`src/rtl/nn_pkg.sv`:
```
// Shared types and helpers for the neural-network datapath blocks.
package nn_pkg;

    typedef enum logic [1:0] {
        ACT_IDENT = 2'd0,
        ACT_RELU  = 2'd1,
        ACT_HSIG  = 2'd2,
        ACT_RSVD  = 2'd3
    } act_mode_t;

    // Hard-sigmoid on a sign-extended operand: (x >>> 2) + 0.5, clamped to [0, 1.0].
    // 32 bits of headroom covers every legal DEPTH, so the sum can never wrap.
    function automatic logic [31:0] hsig_clamp(input logic signed [31:0] x,
                                               input int unsigned frac);
        logic signed [31:0] t;
        logic signed [31:0] hi;
        hi = 32'sd1 <<< frac;
        t  = (x >>> 2) + (32'sd1 <<< (frac - 1));
        if (t < 0) begin
            return '0;
        end else if (t > hi) begin
            return hi;
        end
        return t;
    endfunction

endpackage

```
`src/rtl/sync_fifo.sv`:
```
// Show-ahead synchronous FIFO with extra-MSB pointers; pop on empty and push on
// full (without a simultaneous pop) are ignored.
module sync_fifo #(
    parameter int unsigned WIDTH = 16,
    parameter int unsigned DEPTH = 4
) (
    input  logic                       clk,
    input  logic                       rst,
    input  logic                       push,
    input  logic [WIDTH-1:0]           push_data,
    input  logic                       pop,
    output logic [WIDTH-1:0]           pop_data,
    output logic                       full,
    output logic                       empty,
    output logic [$clog2(DEPTH):0]     count
);

    localparam int unsigned AW = $clog2(DEPTH);

    logic [WIDTH-1:0] mem_q [DEPTH];
    logic [WIDTH-1:0] mem_d [DEPTH];
    logic [AW:0]      wr_ptr_q, wr_ptr_d;
    logic [AW:0]      rd_ptr_q, rd_ptr_d;
    logic             do_push, do_pop;

    assign empty = (wr_ptr_q == rd_ptr_q);
    assign full  = (wr_ptr_q[AW-1:0] == rd_ptr_q[AW-1:0]) && (wr_ptr_q[AW] != rd_ptr_q[AW]);
    assign count = wr_ptr_q - rd_ptr_q;

    assign do_pop  = pop && !empty;
    // A pop in the same cycle frees the slot, so a push while full still lands.
    assign do_push = push && (!full || do_pop);

    assign pop_data = empty ? '0 : mem_q[rd_ptr_q[AW-1:0]];

    always_comb begin
        mem_d    = mem_q;
        wr_ptr_d = wr_ptr_q;
        rd_ptr_d = rd_ptr_q;
        if (do_push) begin
            mem_d[wr_ptr_q[AW-1:0]] = push_data;
            wr_ptr_d                = wr_ptr_q + 1'b1;
        end
        if (do_pop) begin
            rd_ptr_d = rd_ptr_q + 1'b1;
        end
    end

    always_ff @(posedge clk) begin
        if (rst) begin
            wr_ptr_q <= '0;
            rd_ptr_q <= '0;
            for (int i = 0; i < int'(DEPTH); i++) begin
                mem_q[i] <= '0;
            end
        end else begin
            wr_ptr_q <= wr_ptr_d;
            rd_ptr_q <= rd_ptr_d;
            mem_q    <= mem_d;
        end
    end

endmodule

```
`src/rtl/neuron_activation.sv`:
```
// Post-accumulation stage: capture the final accumulator, apply the selected
// activation and queue the result for the layer output collector.
module neuron_activation
    import nn_pkg::*;
#(
    parameter int unsigned DEPTH      = 16,
    parameter int unsigned FRAC       = 8,
    parameter int unsigned FIFO_DEPTH = 4
) (
    input  logic                          clk,
    input  logic                          rst,
    input  logic [DEPTH-1:0]              acc_in,
    input  logic                          acc_done,
    input  logic [1:0]                    act_mode,
    output logic [DEPTH-1:0]              out_data,
    output logic                          out_valid,
    input  logic                          out_ready,
    output logic [$clog2(FIFO_DEPTH):0]   count,
    output logic                          overflow,
    input  logic                          clr_ovf
);

    if (FRAC < 1 || FRAC > DEPTH - 2) begin : g_bad_frac
        $error("neuron_activation: FRAC must lie in [1, DEPTH-2]");
    end

    logic [DEPTH-1:0] s1_data_q, s1_data_d;
    act_mode_t        s1_mode_q, s1_mode_d;
    logic             s1_valid_q, s1_valid_d;
    logic             ovf_q, ovf_d;

    logic [DEPTH-1:0] act_y;
    logic [31:0]      x_ext;
    logic             fifo_full, fifo_empty, pop, drop;

    always_comb begin
        s1_valid_d = acc_done;
        s1_data_d  = s1_data_q;
        s1_mode_d  = s1_mode_q;
        if (acc_done) begin
            s1_data_d = acc_in;
            s1_mode_d = act_mode_t'(act_mode);
        end
    end

    assign x_ext = {{(32 - DEPTH){s1_data_q[DEPTH-1]}}, s1_data_q};

    always_comb begin
        act_y = s1_data_q;
        case (s1_mode_q)
            ACT_RELU: if (s1_data_q[DEPTH-1]) act_y = '0;
            ACT_HSIG: act_y = DEPTH'(hsig_clamp(x_ext, FRAC));
            default:  act_y = s1_data_q;
        endcase
    end

    assign out_valid = !fifo_empty;
    assign pop       = out_valid && out_ready;
    assign drop      = s1_valid_q && fifo_full && !pop;

    // Set beats clear so a drop in the clearing cycle is never lost.
    always_comb begin
        ovf_d = ovf_q;
        if (clr_ovf) ovf_d = 1'b0;
        if (drop)    ovf_d = 1'b1;
    end
    assign overflow = ovf_q;

    always_ff @(posedge clk) begin
        if (rst) begin
            s1_valid_q <= 1'b0;
            s1_data_q  <= '0;
            s1_mode_q  <= ACT_IDENT;
            ovf_q      <= 1'b0;
        end else begin
            s1_valid_q <= s1_valid_d;
            s1_data_q  <= s1_data_d;
            s1_mode_q  <= s1_mode_d;
            ovf_q      <= ovf_d;
        end
    end

    sync_fifo #(
        .WIDTH (DEPTH),
        .DEPTH (FIFO_DEPTH)
    ) u_fifo (
        .clk       (clk),
        .rst       (rst),
        .push      (s1_valid_q),
        .push_data (act_y),
        .pop       (pop),
        .pop_data  (out_data),
        .full      (fifo_full),
        .empty     (fifo_empty),
        .count     (count)
    );

endmodule

```
`config.mk`:
```
export PLATFORM = sky130hd
export DESIGN_NAME = neuron_activation
export DESIGN_NICKNAME = d
export VERILOG_FILES = /design/src/rtl/nn_pkg.sv /design/src/rtl/sync_fifo.sv /design/src/rtl/neuron_activation.sv
export SDC_FILE = /design/constraint.sdc
export NUM_CORES = 1
export LEC_CHECK = 0
export CAP_MARGIN = 20
export CORE_MARGIN = 1
export CORE_UTILIZATION = 57
export CTS_CLUSTER_SIZE = 24
export DETAILED_ROUTE_END_ITERATION = 12
export DONT_BUFFER_PORTS = 1
export PLACE_DENSITY = 0.75
export SKIP_CTS_REPAIR_TIMING = 1
export SLEW_MARGIN = 20
export SYNTH_ARGS = -nofsm -noshare
export SYNTH_HDL_FRONTEND = slang
export SYNTH_SLANG_ARGS = --single-unit
```
`constraint.sdc`:
```
create_clock -name clk -period 2.75 [get_ports clk]
set_input_delay 0.4125 -clock clk [delete_from_list [all_inputs] [get_ports clk]]
set_output_delay 0.4125 -clock clk [all_outputs]
set_load 0.05 [all_outputs]
```
* Yosys cells after proc, flatten, opt, wreduce, memory -nomap -nowiden
Index checks and enable logic that the tools add are counted.
Storage, ports and cells: bits in registers 90, input port bits 23, output and inout bits 21, logic and storage cells 55
Operators by class: add/subtract/negate cells 4, $lt $le $gt $ge 5, equality and inequality tests 5, mux-type cells 17, bitwise gates (word level) 2, reduce and logical (&&, ||, !) cells 12
Operators with widths (number):
- 16-bit 2-to-1 mux | 7
- 64-bit bitwise mux | 1
- 16-bit binary-select mux with 2-bit select | 1
- 16-bit demux with 2-bit select | 1
- 16-bit case mux with 2 select lines | 1
- 14-bit by 9-bit adder with 15-bit output, second input constant | 1
- 15-bit by 10-bit > comparator with 1-bit output, second input constant | 1
- 15-bit by 1-bit < comparator with 1-bit output, second input constant | 1
- 15-bit 2-to-1 mux | 1
- 1-bit logical AND | 7
- 3-bit by 1-bit adder with 3-bit output, second input constant | 2
- 3-bit >= comparator, second input constant | 2
- 2-bit inverter with 3-bit output | 2
- 1-bit 2-to-1 mux | 5
- 3-bit == test | 1
- 1-bit zero test | 3
- 3-bit by 1-bit < comparator with 1-bit output, second input constant | 1
- 3-bit subtractor | 1
- 2-bit by 1-bit == test with 1-bit output, second input constant | 1
- 2-bit == test | 1
- 2-bit == test, second input constant | 1
- 2-bit nonzero test | 1
- 1-bit logical OR | 1
- 1-bit != test | 1

* Depth between registers and ports, before layout
Gate-level depths: netlist of the first run.
depth in word-level cells 8, depth in mapped cells 10, mapped depth without buffers 7

* By module
From an unflattened synthesis of the first run, not the netlist that was laid out.
Unflattened totals: cells, all modules 427, area, all modules 4370.4 µm²
Modules (own cells, without submodules):
- sync_fifo | instances 1, cells an instance 316, area each 3335.7 µm², sequential area each 1401.3 µm²
- neuron_activation | instances 1, cells an instance 111, area each 1034.7 µm², sequential area each 400.4 µm²

* Least setup slack after synthesis of the first run
OpenSTA, ideal clock, no wires.
path kind register -> output, start point reg u_fifo.rd_ptr_q[1], end point out out_data[10], data arrival time 2.686 ns, required time 2.338 ns, path slack -0.348 ns, stages on the path, launching flop included 8, buffers on the path 3, path through dfxtp_1 -> clkbuf_1 -> buf_1 -> inv_1 -> ha_1 -> nand3_1 -> clkbuf_1 -> and2_1
Between the ends: longest elaborated chain between the ends 5, elaborated cells on any way between the ends 6, those cells by class 1 x eq/ne; 4 x mux; 1 x bitwise
RTL lines:
- start: declaration | RTL line sync_fifo.sv:23 | logic [AW:0] rd_ptr_q, rd_ptr_d;
- start signal: assignment | RTL line sync_fifo.sv:58 | rd_ptr_q <= rd_ptr_d;
- 2-bit inverter with 3-bit output (implied by the code) | RTL line sync_fifo.sv:34 | assign pop_data = empty ? '0 : mem_q[rd_ptr_q[AW-1:0]];
- 16-bit binary-select mux with 2-bit select | RTL line sync_fifo.sv:34
- 16-bit 2-to-1 mux (implied by the code) (2 in series) | RTL line sync_fifo.sv:34
- 16-bit 2-to-1 mux (*) | RTL line sync_fifo.sv:34
- end: declaration | RTL line neuron_activation.sv:15 | output logic [DEPTH-1:0] out_data,
Mark *: on every way between the ends. The rest lies on a longest branch, timed or not. The select of a mux whose other input is x is not followed.

* Worst setup path after layout of the first run
start point reg u_fifo.wr_ptr_q[0], end point out out_data[1]
Between the ends: longest elaborated chain between the ends 2
RTL lines:
- start: declaration | RTL line sync_fifo.sv:22 | logic [AW:0] wr_ptr_q, wr_ptr_d;
- start signal: assignment | RTL line sync_fifo.sv:57 | wr_ptr_q <= wr_ptr_d;
- 3-bit == test | RTL line sync_fifo.sv:26 | assign empty = (wr_ptr_q == rd_ptr_q);
- 16-bit 2-to-1 mux | RTL line sync_fifo.sv:34
Every way passes these cells.

==> run metrics, run 1 <==
TritonCTS Buffers 9; Core Rows 32; Worst Path Required 2.34 ns; GR peak layer met2; simple logic cell fraction of the synthesized area 0.172; fin crit period about 2.6 ns; largest family of logic cells by synthesized area multiplexers; Tcrit/Tclk final 0.947; Longest Clk Path Bufs 2; Vias/cell around 6.3; initial DRC count between 200 and 300; Setup crit start u_fifo.wr_ptr_q[0]$_SDFFE_PP0P_; met2 Use GR 0.461; multiplexer share of the synthesized area 0.184; remaining antenna violation count 0; RSZ-0062 raised after global routing false; worst slew pin tran between 0.9 and 1 ns; number of port buffers 0; drt wl/cell between 15 and 20 µm; number of global-route vias before repair 3,544; vias 3,589; number of top-level pins 44; Slew headroom 0.386; first-pass GRT wire length 17,800 µm; Die ar. roughly 0.0084 mm²; post-synthesis xor/xnor area fraction 0.0156; DRT Wirelength 10,800 µm; share of layout cells above drive strength 1 0.191; worst hold path type primary input to flip-flop; Post-synth EDFFs 0; cell count after placement between 500 and 600; Pins Over Slew Limit 0; DP Wirelength around 7000 µm; GRT met1 Usage 0.345; CTS tree done; Die H 91.4 µm; Core Area 0.00773 mm²; setup tns final 0 ns; First-pass DRT Iterations 5; Synth Register Bits 90; Yosys warnings 0; Post-Synth Adder-Cell Area 0.0318; width of the die 91.4 µm; cells after synthesis 463; synth-to-layout area growth 10.0%; Power Density 555 mW/mm²; GRT met3 Usage 0.0662; Synth Area in Compound Gates 0.150; Root Driver clkbuf_8; Initial Util 0.590; hold_sp rst; commonest register cell after synthesis dfxtp_1; Worst-path clk slew 0.09 ns; final net count about 500; Mapped Nets 497; syn avg cell area 9.84 µm²; final setup violation count 0; GP Congestion roughly 0.8; post-synth cell types a little under 50; Sink Count 90; Leak about 1.7 nW; worst r2r src u_fifo.wr_ptr_q[0]$_SDFFE_PP0P_; diodes inserted 0; CP Launch Type flip-flop; crit path capture type output port; total track usage 0.274; Fin Clk Skew about 0.0072 ns; Peak VDD IR between 400 and 500 µV; Crit Path Class flip-flop to output port; total gr overflow 0; most common cell after layout, fill and taps aside dfxtp_1; Max Cap Viol 0; most frequent cells in the layout 90 x dfxtp_1, 48 x mux2i_1, 35 x nor2_1, 34 x nand2_1, 34 x a21oi_1; later-pin clock latency in the skew report 0.36 ns; crit path DAT ~2.2 ns; DRC 0; fill count 643; Mapped Area 0.00456 mm²; antenna violations before repair 0; status completed; fin cells ~570; H-Tree Depth 3; Worst Path Max Fanout 10; Fin. Hold Viols 0; largest net degree at the start of global routing 99; register area share after synthesis 0.395; Max Clock Freq 384 MHz; async set or reset register ratio after synthesis 0
==> where the power goes <==
| part | total (mW) | internal [mW] | switching (mW) |
|---|---|---|---|
| clock network | 0.929 | 0.447 | 0.483 |
| logic | 0.484 | 0.177 | 0.307 |
| registers | 1.37 | 1.33 | 0.0342 |
==> Yosys cell counts, types with 2 or more instances <==
cell type  count  area share
a21oi_1       34       0.037
a311oi_1       4      0.0077
and2_1        23       0.032
buf_1          3      0.0025
buf_2          9      0.0099
buf_6          4      0.0099
clkbuf_1      23       0.019
dfxtp_1       90        0.40
ha_1          10       0.027
inv_1         11      0.0091
mux2i_1       48        0.11
mux4_2        16       0.079
nand2_1       34       0.028
nand2b_1       8       0.011
nand3_1       32       0.035
nand3b_1       3      0.0049
nand4_1        2      0.0027
nor2_1        35       0.029
nor2_2         4      0.0055
nor2b_1        3      0.0041
o211ai_1       3      0.0049
o32ai_1       28       0.054
o32ai_2        4       0.014
or2_2          2      0.0027
or3_1          2      0.0027
or3_4          2      0.0049
xnor2_1        2      0.0038
xor2_1         3      0.0058
==> sequential cells by signal, indices dropped and copies added (netlist names) <==
name	count
s1_mode_q	2
overflow	1
u_fifo.mem_q	64
u_fifo.wr_ptr_q	3
s1_valid_q	1
u_fifo.rd_ptr_q	3
s1_data_q	16
==> metrics by stage <==
stage                util  hold slack [ns]  total power [mW]  worst slack [ns]  cell area [µm²]
finish              0.649            0.119              2.78             0.145             5010
global route        0.649           0.0978              2.89            0.0315             5010
CTS                 0.649           0.0954              2.80             0.114             5010
detailed placement  0.623            0.439              1.88             0.366             4810
global placement    0.623            0.433              1.87             0.551             4810
floorplan               -            0.433              1.76            0.0321             4570
==> logic make-up after synthesis <==
family | after synthesis
buffers and inverters | 50
AOI/OAI and AO/OA | 86
xor gates and xnor gates | 6
muxes | 64
and+or+nand+nor | 156
adders and majority gates | 11
DFF | 90
==> final cells by class <==
cell class | instances | area (µm²) | area share
Timing Repair Buffer | 27 | 303 | 0.0604
Clock inverter | 6 | 65.1 | 0.0130
Clock buffer | 10 | 138 | 0.0274
Tap cell | 102 | 128 | 0.0254
Multi-Input combinational cell | 323 | 2540 | 0.506
Inverter | 11 | 41.3 | 0.00823
Sequential cell | 90 | 1800 | 0.359
==> routing by layer <==
metal  up-vias  share of wire
met5         -              0
met4         0          0.013
met3        12          0.058
met2       129           0.50
met1      1762           0.43
li1       1686              -
==> path summary, 6_finish.rpt <==
kind,to,cells past startpoint,slack [ns]
max,out_data[1],6,0.15
min,u_fifo.mem_q[29]$_SDFFE_PP0P_,1,0.12
max reg2reg,u_fifo.mem_q[37]$_SDFFE_PP0P_,7,0.37
min reg2reg,u_fifo.mem_q[31]$_SDFFE_PP0P_,2,0.45
==> worst max-delay path, stage by stage, from the launching register on <==
cell,delay [ns]
dfxtp_1,0.37
inv_1,0.11
ha_1,0.33
nand3_1,0.34
buf_4,0.34
and2_1,0.19
buf_12,0.15
Power figures use the tool's default switching activity.
==> run 2: changes to the inputs <==
--- a/config.mk
+++ b/config.mk
@@ -16,4 +16,5 @@
 export SLEW_MARGIN = 20
 export SYNTH_ARGS = -nofsm -noshare
 export SYNTH_HDL_FRONTEND = slang
+export SYNTH_HIERARCHICAL = 1
 export SYNTH_SLANG_ARGS = --single-unit
==> run metrics, run 2 <==
Power Density 551 mW/mm²; share of layout cells above drive strength 1 0.171; Pins Over Slew Limit 0; Worst Path Max Fanout 17; later-pin clock latency in the skew report 0.35 ns; DRT Wirelength approximately 8700 µm; final setup violation count 0; Max Cap Viol 0; Worst path slowest cell dfxtp_1; Tcrit/Tclk final 0.923; Max Clock Freq 394 MHz; DRC 0; hold path cells 1; CP Launch Type flip-flop; fin util 0.687; most frequent cells in the layout 90 x dfxtp_1, 85 x nand2_1, 82 x mux2i_1, 23 x and2_1, 23 x nor2_1; Worst Path Required 2.34 ns; width of the die 89.6 µm; Vias/cell about 5.6; initial DRC count ~150; top flop regs u_fifo/mem_q (64), s1_data_q (16); Yosys warnings 6; Peak VDD IR 429 µV; First-pass DRT Iterations 4; Core Area 0.00733 mm²; Leak 2.20 nW; count leader, synth dfxtp_1; Synth top area share 0.412; Tot Pwr about 2.8 mW; first-pass GRT wire length ~14,000 µm; diodes inserted 0; worst hold path type primary input to flip-flop; hold_sp rst; Root Driver clkbuf_8; Die H ~90 µm; Sink Count 90; crit path DAT 2.13 ns; Fin Clk Skew 0.0135 ns; async set or reset register ratio after synthesis 0; final net count ~470; TritonCTS Buffers 9; drt wl/cell 16.1 µm; H-Tree Depth 3; most common cell after layout, fill and taps aside dfxtp_1; syn avg cell area a little over 10 µm²; Buf+Inv Stages, Crit Path 3; Crit Path Class flip-flop to output port; Synth Register Bits 90; Longest Clk Path Bufs 2; Worst-path clk slew 0.09 ns; RSZ-0062 raised after global routing false; post-synth cell types 50; Mapped Area 0.00437 mm²; antenna violations before repair 0; Final Cell Area between 0.005 and 0.006 mm²; total gr overflow 0; cell mode on critical path and2_1; Crit path max-delay family simple AND/OR/NAND/NOR gates; synth top area cells dfxtp_1 41%, mux2i_1 19%, mux4_2 8.2%; vias roughly 3,100; Die ar. 0.00802 mm²; Largest stage delay, worst path ~0.39 ns; fill count 548; Mapped Nets approximately 460; Core Rows 31; Reg-to-Reg End u_fifo/mem_q[0]$_SDFFE_PP0P_; fin crit period ~2.5 ns; GP Congestion 0.810; R2R setup slack 0.34 ns; number of top-level pins 44; DP Wirelength 6080 µm; largest net degree at the start of global routing between 40 and 50; commonest register cell after synthesis dfxtp_1; crit path capture type output port; setup tns final 0 ns; hold endpoint overflow$_SDFFE_PP0P_; total track usage 0.238; synth-to-layout area growth 15.3%; FF-to-FF path depth 9; Post-synth EDFFs 0; register with the most flip-flops u_fifo/mem_q; max reg flops 64; register area share after synthesis 0.412; hold slack 0.126 ns; area leader, netlist dfxtp_1; crit-path cells inv_1, ha_1, and2_1, nand2_1, buf_4, and2_1, buf_12; worst slew pin tran 0.596 ns; Fin. Hold Viols 0; worst r2r src u_fifo/wr_ptr_q[0]$_SDFFE_PP0P_; CTS tree done; Post-DP Area 0.00479 mm²; remaining antenna violation count 0; number of global-route vias before repair ~3,000; number of port buffers 0; Initial Util 0.596; status completed; Slew headroom 0.602; cells after synthesis 427; Post-synth top cells 90 x dfxtp_1, 85 x nand2_1, 82 x mux2i_1
## run 2: final cells by class
type	count	area, µm²	area share
multi-input cells	297	2390	0.474
flip-flops and latches	90	1800	0.358
repair buffers	27	428	0.0849
clock buffers	9	124	0.0246
well taps	99	124	0.0246
clock inverters	7	123	0.0243
inverters	14	52.6	0.0104
## run 2: cell families after synthesis
kind of cell / Yosys count / synth area share
buffers and inverters: 40 / 0.0444
adders and majority gates: 11 / 0.0332
DFF: 90 / 0.412
muxes: 101 / 0.278
xor gates and xnor gates: 3 / 0.00601
and+or+nand+nor: 150 / 0.159
AOI/OAI and AO/OA: 32 / 0.0673
## run 2: where the power goes
group          total [mW]  switching [mW]  leakage (nW)  internal [mW]
Sequential           1.36          0.0286         0.729           1.33
Clock                1.08           0.472         0.116          0.610
Combinational       0.333           0.199          1.35          0.134
## run 2: stage by stage
step | instances | worst slack (ns)
after floorplan | 427 | 0.00964
after global placement | 527 | 0.532
after CTS | 543 | 0.184
final | 543 | 0.212
after global routing | 543 | 0.0698
after detailed placement | 527 | 0.385
## run 2: worst reg2reg max path, delay by kind of cell (launching register included)
| kind | cells | cell delay, ns |
|---|---|---|
| buffers and inverters | 2 | 0.20 |
| adder cells (fa/ha/maj) | 1 | 0.39 |
| AO/OA/AOI/OAI | 1 | 0.53 |
| AND/OR/NAND/NOR | 4 | 0.55 |
| flip-flops | 1 | 0.39 |
| multiplexers | 1 | 0.26 |
## run 2: how the worst max path moves through the flow
stage | start | to | slack [ns] | depth (start not counted)
after floorplan | u_fifo/rd_ptr_q[1]$_SDFFE_PP0P_ | u_fifo/wr_ptr_q[2]$_SDFFE_PP0P_ | 0.01 | 13
after global placement | u_fifo/wr_ptr_q[0]$_SDFFE_PP0P_ | u_fifo/mem_q[9]$_SDFFE_PP0P_ | 0.53 | 10
after detailed placement | u_fifo/wr_ptr_q[0]$_SDFFE_PP0P_ | u_fifo/mem_q[11]$_SDFFE_PP0P_ | 0.39 | 10
after CTS | u_fifo/wr_ptr_q[0]$_SDFFE_PP0P_ | out_data[11] | 0.18 | 7
after global routing | u_fifo/wr_ptr_q[0]$_SDFFE_PP0P_ | out_data[11] | 0.07 | 7
final | u_fifo/wr_ptr_q[0]$_SDFFE_PP0P_ | out_data[11] | 0.21 | 7
## run 2: per-layer routing
| layer | vias to the layer above | track usage | part of all wire |
|---|---|---|---|
| li1 | 1501 | - | - |
| met1 | 1477 | 0.329 | 0.47 |
| met2 | 63 | 0.382 | 0.48 |
| met3 | 13 | 0.0351 | 0.029 |
| met4 | 0 | 0.0837 | 0.013 |
| met5 | - | 0 | 0 |
